File: src/rtl/ro_puf_pkg.sv
// Shared types and constants for the serial RO-PUF measurement engine.
package ro_puf_pkg;

  typedef enum logic [2:0] {
    StIdle,
    StSettle,
    StMeasure,
    StDrain,
    StCompare,
    StDone
  } state_e;

  // Flops in each RO input synchroniser.
  localparam int unsigned SYNC_DEPTH = 2;
  // Cycles counting continues after the window, so edges already in the synchroniser still land.
  localparam int unsigned DRAIN_CYCLES = 2;

endpackage

File: src/rtl/ro_puf_serial_engine_if.sv
// Host-side start/done/ack handshake bundle for the RO-PUF engine.
interface ro_puf_serial_engine_if #(
  parameter int unsigned CHAL_W = 8,
  parameter int unsigned RESP_W = 8
);
  logic              start;
  logic [CHAL_W-1:0] challenge;
  logic              ack;
  logic              busy;
  logic              done;
  logic [RESP_W-1:0] response;
  logic              sat;

  modport master (output start, challenge, ack, input busy, done, response, sat);
  modport slave  (input start, challenge, ack, output busy, done, response, sat);
endinterface

File: src/rtl/ro_edge_counter.sv
// Synchronises one asynchronous RO output, detects rising edges and counts them while enabled.
// The count saturates at all-ones; sat_o reflects that the counter sits at its maximum.
module ro_edge_counter
  import ro_puf_pkg::*;
#(
  parameter int unsigned CNT_W = 16
) (
  input  logic             clk,
  input  logic             rst,
  input  logic             ro_i,
  input  logic             clr_i,
  input  logic             en_i,
  output logic [CNT_W-1:0] cnt_o,
  output logic             sat_o
);

  logic [SYNC_DEPTH-1:0] sync_q;
  logic                  prev_q;
  logic [CNT_W-1:0]      cnt_q, cnt_d;
  logic                  rise;

  assign rise  = sync_q[SYNC_DEPTH-1] & ~prev_q;
  assign sat_o = &cnt_q;
  assign cnt_o = cnt_q;

  // Synchroniser chain plus edge-detect history; runs continuously.
  always_ff @(posedge clk or posedge rst) begin
    if (rst) begin
      sync_q <= '0;
      prev_q <= 1'b0;
    end else begin
      sync_q <= {sync_q[SYNC_DEPTH-2:0], ro_i};
      prev_q <= sync_q[SYNC_DEPTH-1];
    end
  end

  // Next count: clear wins, then saturating increment on a synchronised rising edge.
  always_comb begin
    cnt_d = cnt_q;
    if (clr_i) begin
      cnt_d = '0;
    end else if (en_i && rise && !sat_o) begin
      cnt_d = cnt_q + CNT_W'(1);
    end
  end

  // Counter register.
  always_ff @(posedge clk or posedge rst) begin
    if (rst) begin
      cnt_q <= '0;
    end else begin
      cnt_q <= cnt_d;
    end
  end

endmodule

File: src/rtl/ro_puf_serial_engine.sv
// Serial RO-PUF measurement engine: latches a challenge, walks RESP_W oscillator pairs, counts
// edges of each pair over a fixed window and builds the response bit by bit.
// Optional feature macro: PUF_MAJORITY_EN (each bit is a majority over VOTES measurements).
module ro_puf_serial_engine
  import ro_puf_pkg::*;
#(
  parameter int unsigned CHAL_W        = 8,
  parameter int unsigned RESP_W        = 8,
  parameter int unsigned NUM_RO        = 32,
  parameter int unsigned CNT_W         = 16,
  parameter int unsigned SETTLE_CYCLES = 16,
  parameter int unsigned WINDOW_CYCLES = 1024,
  parameter int unsigned VOTES         = 3
) (
  input  logic                      clk,
  input  logic                      rst,
  ro_puf_serial_engine_if.slave     host,
  input  logic                      ro_a_in,
  input  logic                      ro_b_in,
  output logic                      ro_en,
  output logic [$clog2(NUM_RO)-1:0] ro_sel_a,
  output logic [$clog2(NUM_RO)-1:0] ro_sel_b
);

  localparam int unsigned SEL_W   = $clog2(NUM_RO);
  localparam int unsigned IDX_W   = (RESP_W > 1) ? $clog2(RESP_W) : 1;
  localparam int unsigned TMR_MAX = (WINDOW_CYCLES > SETTLE_CYCLES) ? WINDOW_CYCLES : SETTLE_CYCLES;
  localparam int unsigned TMR_W   = $clog2(TMR_MAX + 1);

  // Elaboration-time parameter legality; VOTES is checked even when the vote logic is absent.
  if (CHAL_W < SEL_W || NUM_RO < 4 || (NUM_RO & (NUM_RO - 1)) != 0) begin : g_bad_ro_params
    $error("ro_puf_serial_engine: illegal CHAL_W/NUM_RO");
  end
  if (VOTES < 3 || (VOTES % 2) == 0 || SETTLE_CYCLES < 1 || WINDOW_CYCLES < 1) begin : g_bad_params
    $error("ro_puf_serial_engine: illegal VOTES/SETTLE_CYCLES/WINDOW_CYCLES");
  end

  state_e            state_q, state_d;
  logic [TMR_W-1:0]  tmr_q, tmr_d;
  logic [IDX_W-1:0]  idx_q, idx_d;
  logic [SEL_W-1:0]  c_q, c_d;
  logic [SEL_W-1:0]  sel_a_q, sel_a_d, sel_b_q, sel_b_d;
  logic [RESP_W-1:0] resp_q, resp_d;
  logic              sat_q, sat_d;
  logic              load_sel;
  logic              meas_bit;
  logic              cnt_clr, cnt_en;
  logic [CNT_W-1:0]  cnt_a, cnt_b;
  logic              sat_a, sat_b;

`ifdef PUF_MAJORITY_EN
  localparam int unsigned V_W  = $clog2(VOTES);
  localparam int unsigned VC_W = $clog2(VOTES + 1);
  logic [V_W-1:0]  vote_q, vote_d;
  logic [VC_W-1:0] ones_q, ones_d, ones_n;
`endif

  assign meas_bit = (cnt_a > cnt_b);
  assign cnt_clr  = (state_q == StIdle) || (state_q == StSettle);
  assign cnt_en   = (state_q == StMeasure) || (state_q == StDrain);

  ro_edge_counter #(.CNT_W(CNT_W)) u_cnt_a (
    .clk   (clk),
    .rst   (rst),
    .ro_i  (ro_a_in),
    .clr_i (cnt_clr),
    .en_i  (cnt_en),
    .cnt_o (cnt_a),
    .sat_o (sat_a)
  );

  ro_edge_counter #(.CNT_W(CNT_W)) u_cnt_b (
    .clk   (clk),
    .rst   (rst),
    .ro_i  (ro_b_in),
    .clr_i (cnt_clr),
    .en_i  (cnt_en),
    .cnt_o (cnt_b),
    .sat_o (sat_b)
  );

  // Next-state, timer, bit index and response assembly.
  always_comb begin
    state_d  = state_q;
    tmr_d    = tmr_q;
    idx_d    = idx_q;
    c_d      = c_q;
    resp_d   = resp_q;
    sat_d    = sat_q;
    load_sel = 1'b0;
`ifdef PUF_MAJORITY_EN
    vote_d   = vote_q;
    ones_d   = ones_q;
    ones_n   = ones_q + VC_W'(meas_bit);
`endif
    unique case (state_q)
      StIdle: begin
        if (host.start) begin
          c_d      = host.challenge[SEL_W-1:0];
          resp_d   = '0;
          sat_d    = 1'b0;
          idx_d    = '0;
          tmr_d    = '0;
          load_sel = 1'b1;
`ifdef PUF_MAJORITY_EN
          vote_d   = '0;
          ones_d   = '0;
`endif
          state_d  = StSettle;
        end
      end
      StSettle: begin
        if (tmr_q == TMR_W'(SETTLE_CYCLES - 1)) begin
          tmr_d   = '0;
          state_d = StMeasure;
        end else begin
          tmr_d = tmr_q + TMR_W'(1);
        end
      end
      StMeasure: begin
        if (tmr_q == TMR_W'(WINDOW_CYCLES - 1)) begin
          tmr_d   = '0;
          state_d = StDrain;
        end else begin
          tmr_d = tmr_q + TMR_W'(1);
        end
      end
      StDrain: begin
        if (tmr_q == TMR_W'(DRAIN_CYCLES - 1)) begin
          tmr_d   = '0;
          state_d = StCompare;
        end else begin
          tmr_d = tmr_q + TMR_W'(1);
        end
      end
      StCompare: begin
        sat_d   = sat_q | sat_a | sat_b;
        state_d = StSettle;
`ifdef PUF_MAJORITY_EN
        if (vote_q == V_W'(VOTES - 1)) begin
          resp_d[idx_q] = (ones_n > VC_W'(VOTES / 2));
          vote_d        = '0;
          ones_d        = '0;
          if (idx_q == IDX_W'(RESP_W - 1)) begin
            state_d = StDone;
          end else begin
            idx_d    = idx_q + IDX_W'(1);
            load_sel = 1'b1;
          end
        end else begin
          vote_d = vote_q + V_W'(1);
          ones_d = ones_n;
        end
`else
        resp_d[idx_q] = meas_bit;
        if (idx_q == IDX_W'(RESP_W - 1)) begin
          state_d = StDone;
        end else begin
          idx_d    = idx_q + IDX_W'(1);
          load_sel = 1'b1;
        end
`endif
      end
      StDone: begin
        if (host.ack) begin
          state_d = StIdle;
        end
      end
      default: state_d = StIdle;
    endcase
  end

  // Pair selects are registered so they stay put from SETTLE entry until the next pair.
  always_comb begin
    sel_a_d = sel_a_q;
    sel_b_d = sel_b_q;
    if (load_sel) begin
      sel_a_d = c_d + SEL_W'({idx_d, 1'b0});
      sel_b_d = sel_a_d + SEL_W'(1);
    end
  end

  // State and datapath registers.
  always_ff @(posedge clk or posedge rst) begin
    if (rst) begin
      state_q <= StIdle;
      tmr_q   <= '0;
      idx_q   <= '0;
      c_q     <= '0;
      sel_a_q <= '0;
      sel_b_q <= '0;
      resp_q  <= '0;
      sat_q   <= 1'b0;
    end else begin
      state_q <= state_d;
      tmr_q   <= tmr_d;
      idx_q   <= idx_d;
      c_q     <= c_d;
      sel_a_q <= sel_a_d;
      sel_b_q <= sel_b_d;
      resp_q  <= resp_d;
      sat_q   <= sat_d;
    end
  end

`ifdef PUF_MAJORITY_EN
  // Vote index and running count of '1' votes for the current bit.
  always_ff @(posedge clk or posedge rst) begin
    if (rst) begin
      vote_q <= '0;
      ones_q <= '0;
    end else begin
      vote_q <= vote_d;
      ones_q <= ones_d;
    end
  end
`endif

  assign ro_en         = (state_q == StSettle) || (state_q == StMeasure) || (state_q == StDrain);
  assign ro_sel_a      = sel_a_q;
  assign ro_sel_b      = sel_b_q;
  assign host.busy     = (state_q != StIdle);
  assign host.done     = (state_q == StDone);
  assign host.response = resp_q;
  assign host.sat      = sat_q;

endmodule

File: src/flat_wrapper.sv
// flat-port wrapper written by rule: the top's interface ports become plain ports
module ro_puf_serial_engine_flat import ro_puf_pkg::*;
#(
  parameter int unsigned CHAL_W        = 8,
  parameter int unsigned RESP_W        = 8,
  parameter int unsigned NUM_RO        = 32,
  parameter int unsigned CNT_W         = 16,
  parameter int unsigned SETTLE_CYCLES = 16,
  parameter int unsigned WINDOW_CYCLES = 1024,
  parameter int unsigned VOTES         = 3
)
  (clk, rst, ro_a_in, ro_b_in, ro_en, ro_sel_a, ro_sel_b, host_start, host_challenge, host_ack, host_busy, host_done, host_response, host_sat);
  ro_puf_serial_engine_if #(.CHAL_W(CHAL_W), .RESP_W(RESP_W)) host_i ();
  input  logic clk;
  input  logic rst;
  input  logic ro_a_in;
  input  logic ro_b_in;
  output logic ro_en;
  output logic [$clog2(NUM_RO)-1:0] ro_sel_a;
  output logic [$clog2(NUM_RO)-1:0] ro_sel_b;
  input wire logic [$bits(host_i.start)-1:0] host_start;
  input wire logic [$bits(host_i.challenge)-1:0] host_challenge;
  input wire logic [$bits(host_i.ack)-1:0] host_ack;
  output wire logic [$bits(host_i.busy)-1:0] host_busy;
  output wire logic [$bits(host_i.done)-1:0] host_done;
  output wire logic [$bits(host_i.response)-1:0] host_response;
  output wire logic [$bits(host_i.sat)-1:0] host_sat;
  assign host_i.start = host_start;
  assign host_i.challenge = host_challenge;
  assign host_i.ack = host_ack;
  assign host_busy = host_i.busy;
  assign host_done = host_i.done;
  assign host_response = host_i.response;
  assign host_sat = host_i.sat;
  ro_puf_serial_engine #(.CHAL_W(CHAL_W), .RESP_W(RESP_W), .NUM_RO(NUM_RO), .CNT_W(CNT_W), .SETTLE_CYCLES(SETTLE_CYCLES), .WINDOW_CYCLES(WINDOW_CYCLES), .VOTES(VOTES)) u_core (.clk(clk), .rst(rst), .host(host_i), .ro_a_in(ro_a_in), .ro_b_in(ro_b_in), .ro_en(ro_en), .ro_sel_a(ro_sel_a), .ro_sel_b(ro_sel_b));
endmodule
File: config.mk
export PLATFORM = sky130hd
export DESIGN_NAME = ro_puf_serial_engine_flat
export DESIGN_NICKNAME = d
export VERILOG_FILES = /design/src/rtl/ro_puf_pkg.sv /design/src/rtl/ro_puf_serial_engine_if.sv /design/src/rtl/ro_edge_counter.sv /design/src/rtl/ro_puf_serial_engine.sv /design/src/flat_wrapper.sv
export SDC_FILE = /design/constraint.sdc
export NUM_CORES = 1
export LEC_CHECK = 0
export ABC_AREA = 1
export CAP_MARGIN = 20
export CORE_ASPECT_RATIO = 2
export CORE_MARGIN = 5
export CORE_UTILIZATION = 64
export CTS_CLUSTER_DIAMETER = 80
export DETAILED_ROUTE_END_ITERATION = 7
export PLACE_DENSITY = 0.85
export SYNTH_ARGS = -nofsm -noshare
export SYNTH_HDL_FRONTEND = slang
export SYNTH_SLANG_ARGS = --single-unit
File: constraint.sdc
create_clock -name clk -period 4.15 [get_ports clk]
set_input_delay 0.6225 -clock clk [delete_from_list [all_inputs] [get_ports clk]]
set_output_delay 0.6225 -clock clk [all_outputs]
set_load 0.03 [all_outputs]
==> results.json <==
{
  "cts_buffers": 9,
  "fillers": 571,
  "core_area_um2": 7540,
  "synth_top_cell_area_share_pct": 40.1,
  "cp_common_cell": "nand2_1",
  "total_power_mw": 3.08,
  "stdcell_count": 796,
  "antenna_cells": 0,
  "critical_path.startpoint_type": "flip-flop",
  "cp_slowest_cell": "dfrtp_1",
  "synth.yosys.warnings": 0,
  "io_buffers": 32,
  "wl_per_cell_um": 15.7,
  "crit_fanout": 15,
  "grt_pass1_vias": 4752,
  "postSynthAreaPerCell_um2": 7.47,
  "area_delta_synth_final_pct": 13.9,
  "vias": 4619,
  "seq_area_frac_synth_pct": 40.1,
  "maxSlewHeadroom_pct": 38.4,
  "clock_path_buffers": 2,
  "grt_usage_pct": 28.2,
  "fp.dieArea_um2": 9670,
  "clk_pin_slew_ns": 0.06,
  "fin_nets": 737,
  "tns_ns": 0,
  "grt_max_degree": 52,
  "hold_path.class": "flip-flop to flip-flop",
  "drcViolationCount": 0,
  "viasPerCell": 5.80,
  "crit_type": "flip-flop to flip-flop",
  "globalplace.congestion": 0.926,
  "dieWidth_um": 72.1,
  "period_share_pct": 70.2,
  "synth_cell_types": 41,
  "cts_tree": "done",
  "crit_arrival_ns": 3.19,
  "crit_path_max_incr_delay_ns": 0.50,
  "synth_fp_nets": 700,
  "grt_pass1_wl_mm": 21.5,
  "antenna_left": 0,
  "final_layout_size_suffix_gt1_share_pct": 8.40,
  "fmax_mhz": 343,
  "post-cts-setup-buffers": 0,
  "ir_worst_vdd_v": 0.000451,
  "yosysTopAreaCell": "dfrtp_1",
  "skew_ns": 0.00543,
  "cts-root-buf": "clkbuf_16",
  "dr.pass1.iters": 5,
  "cts-resized-gates": 0,
  "antenna_found_initial": 0,
  "finalHoldViolations": 0,
  "clk-insertion-delay-late_ns": 0.33,
  "initial_core_util_pct": 65.4,
  "report.final.slew_viol_count": 0,
  "max_slew.worst_pin.slew_ns": 0.923,
  "hpwlAfterDp_mm": 9.41,
  "io-pin-count": 36,
  "dieHeight_um": 134,
  "syn_area_um2": 4930,
  "max-cap-violations": 0,
  "synth-seq-cells": 79,
  "finalSetupViolCount": 0,
  "p_leak_nw": 2.70,
  "rsz0062_at_grt": "false",
  "drt_iter0_markers": 236,
  "clock_sinks": 79,
  "whs_ns": 0.350,
  "required_ns": 4.42,
  "fin_crit_ns": 2.91,
  "p_per_area_nw_per_um2": 548,
  "synthCells": 660,
  "critPathCaptureType": "flip-flop",
  "status": "finished, final reports clean",
  "gr-total-overflow": 0,
  "dp.cells": 780,
  "totalWireLength_mm": 12.5,
  "fp-row-count": 45,
  "hold_buffers": 0,
  "cts-htree-levels": 3,
  "crit_chain": "nor2_4 > nand2_2 > inv_2 > nand2_4 > nand2_2 > inv_2 > nand2_1 > o21ai_0 > ha_1 > inv_1 > fa_1 > inv_1 > nand2_1 > nor2_1 > nand3b_1 > nand3_1 > nand2_1",
  "synth_area_leaders": "dfrtp_1 40%, nand2_1 14%, nand3_1 6.6%"
}
==> synth_stat cells <==
master     count
a21oi_1        9
nand2_1      185
nand4_1       14
o31ai_1        1
xor2_1        13
buf_8          1
or2_2          4
o21ai_2        4
nor2_1        65
a21o_1         1
buf_4          3
o22ai_2        1
o22ai_1        4
nand3_2        2
buf_2          4
inv_1         76
clkinv_4       1
fa_1           1
nor3b_2        1
inv_4          1
o21a_1         2
nor2_2         4
o21bai_1       2
o21ai_0       25
a31oi_1        1
nor3_2         1
o211ai_1       7
o2111ai_1      1
o21ai_1       13
buf_6          2
dfrtp_1       79
nand2_4        4
nand2_8        1
ha_1          25
nor3_1        19
nand3_1       65
nor4_1         1
inv_2          8
nor2_4         2
nand2_2        5
nand3b_1       2
==> metrics by stage <==
stage / cell area, um2 / utilization, % / worst slack (ns)
5_1_grt: 5620 / 74.5 / 1.06
2_1_floorplan: 4930 / - / 1.50
6_report: 5620 / 74.5 / 1.24
4_1_cts: 5620 / 74.5 / 1.23
3_3_place_gp: 5320 / 70.5 / 0.995
3_5_place_dp: 5320 / 70.5 / 0.923
==> final timing paths <==
path / from / end / slack [ns] / cells after the start
worst max-delay path: u_core.state_q[1] / u_core.ro_sel_b[4] / 1.24 / 17
max in group asynchronous: rst / u_core.state_q[0] / 2.57 / 3
worst min register to register: u_core.u_cnt_b.sync_q[0] / u_core.u_cnt_b.sync_q[1] / 0.35 / 0
worst min-delay path: u_core.u_cnt_b.sync_q[0] / u_core.u_cnt_b.sync_q[1] / 0.35 / 0
min in group asynchronous: rst / u_core.u_cnt_b.sync_q[0] / 0.80 / 2
worst max register to register: u_core.state_q[1] / u_core.ro_sel_b[4] / 1.24 / 17
==> cell type report <==
| type | count | area, um2 | area share (%) |
|---|---|---|---|
| clock buffers | 14 | 284 | 5.05 |
| clock inverters | 2 | 12.5 | 0.223 |
| inverters | 86 | 332 | 5.90 |
| multi-input cells | 485 | 2550 | 45.3 |
| flip-flops and latches | 79 | 1980 | 35.2 |
| well taps | 94 | 118 | 2.09 |
| repair buffers | 36 | 350 | 6.23 |
==> sequential cells by signal (all words and copies together) (netlist names), named ones only <==
signal,flops
u_core.u_cnt_a.sync_q,2
u_core.ro_sel_a,5
u_core.idx_q,2
u_core.c_q,5
u_core.ro_sel_b,5
u_core.u_cnt_a.prev_q,1
u_core.u_cnt_a.cnt_o,16
u_core.host.response,8
u_core.state_q,3
u_core.u_cnt_b.prev_q,1
u_core.host.sat,1
u_core.u_cnt_b.sync_q,2
u_core.u_cnt_b.cnt_o,16
u_core.tmr_q,11
==> worst max-delay path, delay by kind of cell (launching register included) <==
kind	cells	cell delay [ns]
AND/OR/NAND/NOR	10	1.14
buffers and inverters	4	0.37
AO/OA/AOI/OAI	1	0.11
flip-flops	1	0.50
adder cells (fa/ha/maj)	2	0.71
==> cell usage in the layout (no fill, tap or decap), types with 9 or more instances in the layout <==
master           count
o21ai_1             13
inv_1               75
a21oi_1              9
ha_1                25
o21ai_0             25
nand3_1             65
nor3_1              19
clkbuf_16            9
nand2_1            185
xor2_1              13
nor2_1              65
nand4_1             14
clkdlybuf4s50_1     32
dfrtp_1             79
==> report_power, final <==
part | switching (mW) | leakage (nW) | internal (mW)
combinational | 0.908 | 1.50 | 0.400
sequential | 0.108 | 1.05 | 0.890
clock | 0.300 | 0.145 | 0.470
==> layer usage <==
| layer | up-vias | wire length, um | GRT usage [%] | part of all wire, % |
|---|---|---|---|---|
| met5 | - | 0 | 0 | 0 |
| met4 | 0 | 728 | 17.2 | 5.8 |
| met3 | 54 | 507 | 4.35 | 4.0 |
| met2 | 181 | 7010 | 52.5 | 56 |
| met1 | 2167 | 4280 | 27.8 | 34 |
| li1 | 2217 | - | - | - |
==> cell families after synthesis <==
kind of cell	share of synthesized area, %
adder cells (fa/ha/maj)	6.75
AND/OR/NAND/NOR	34.0
AO/OA/AOI/OAI	8.52
XOR/XNOR	2.31
flip-flops	40.1
buffers and inverters	8.32
(Power assumes the default switching activity.)
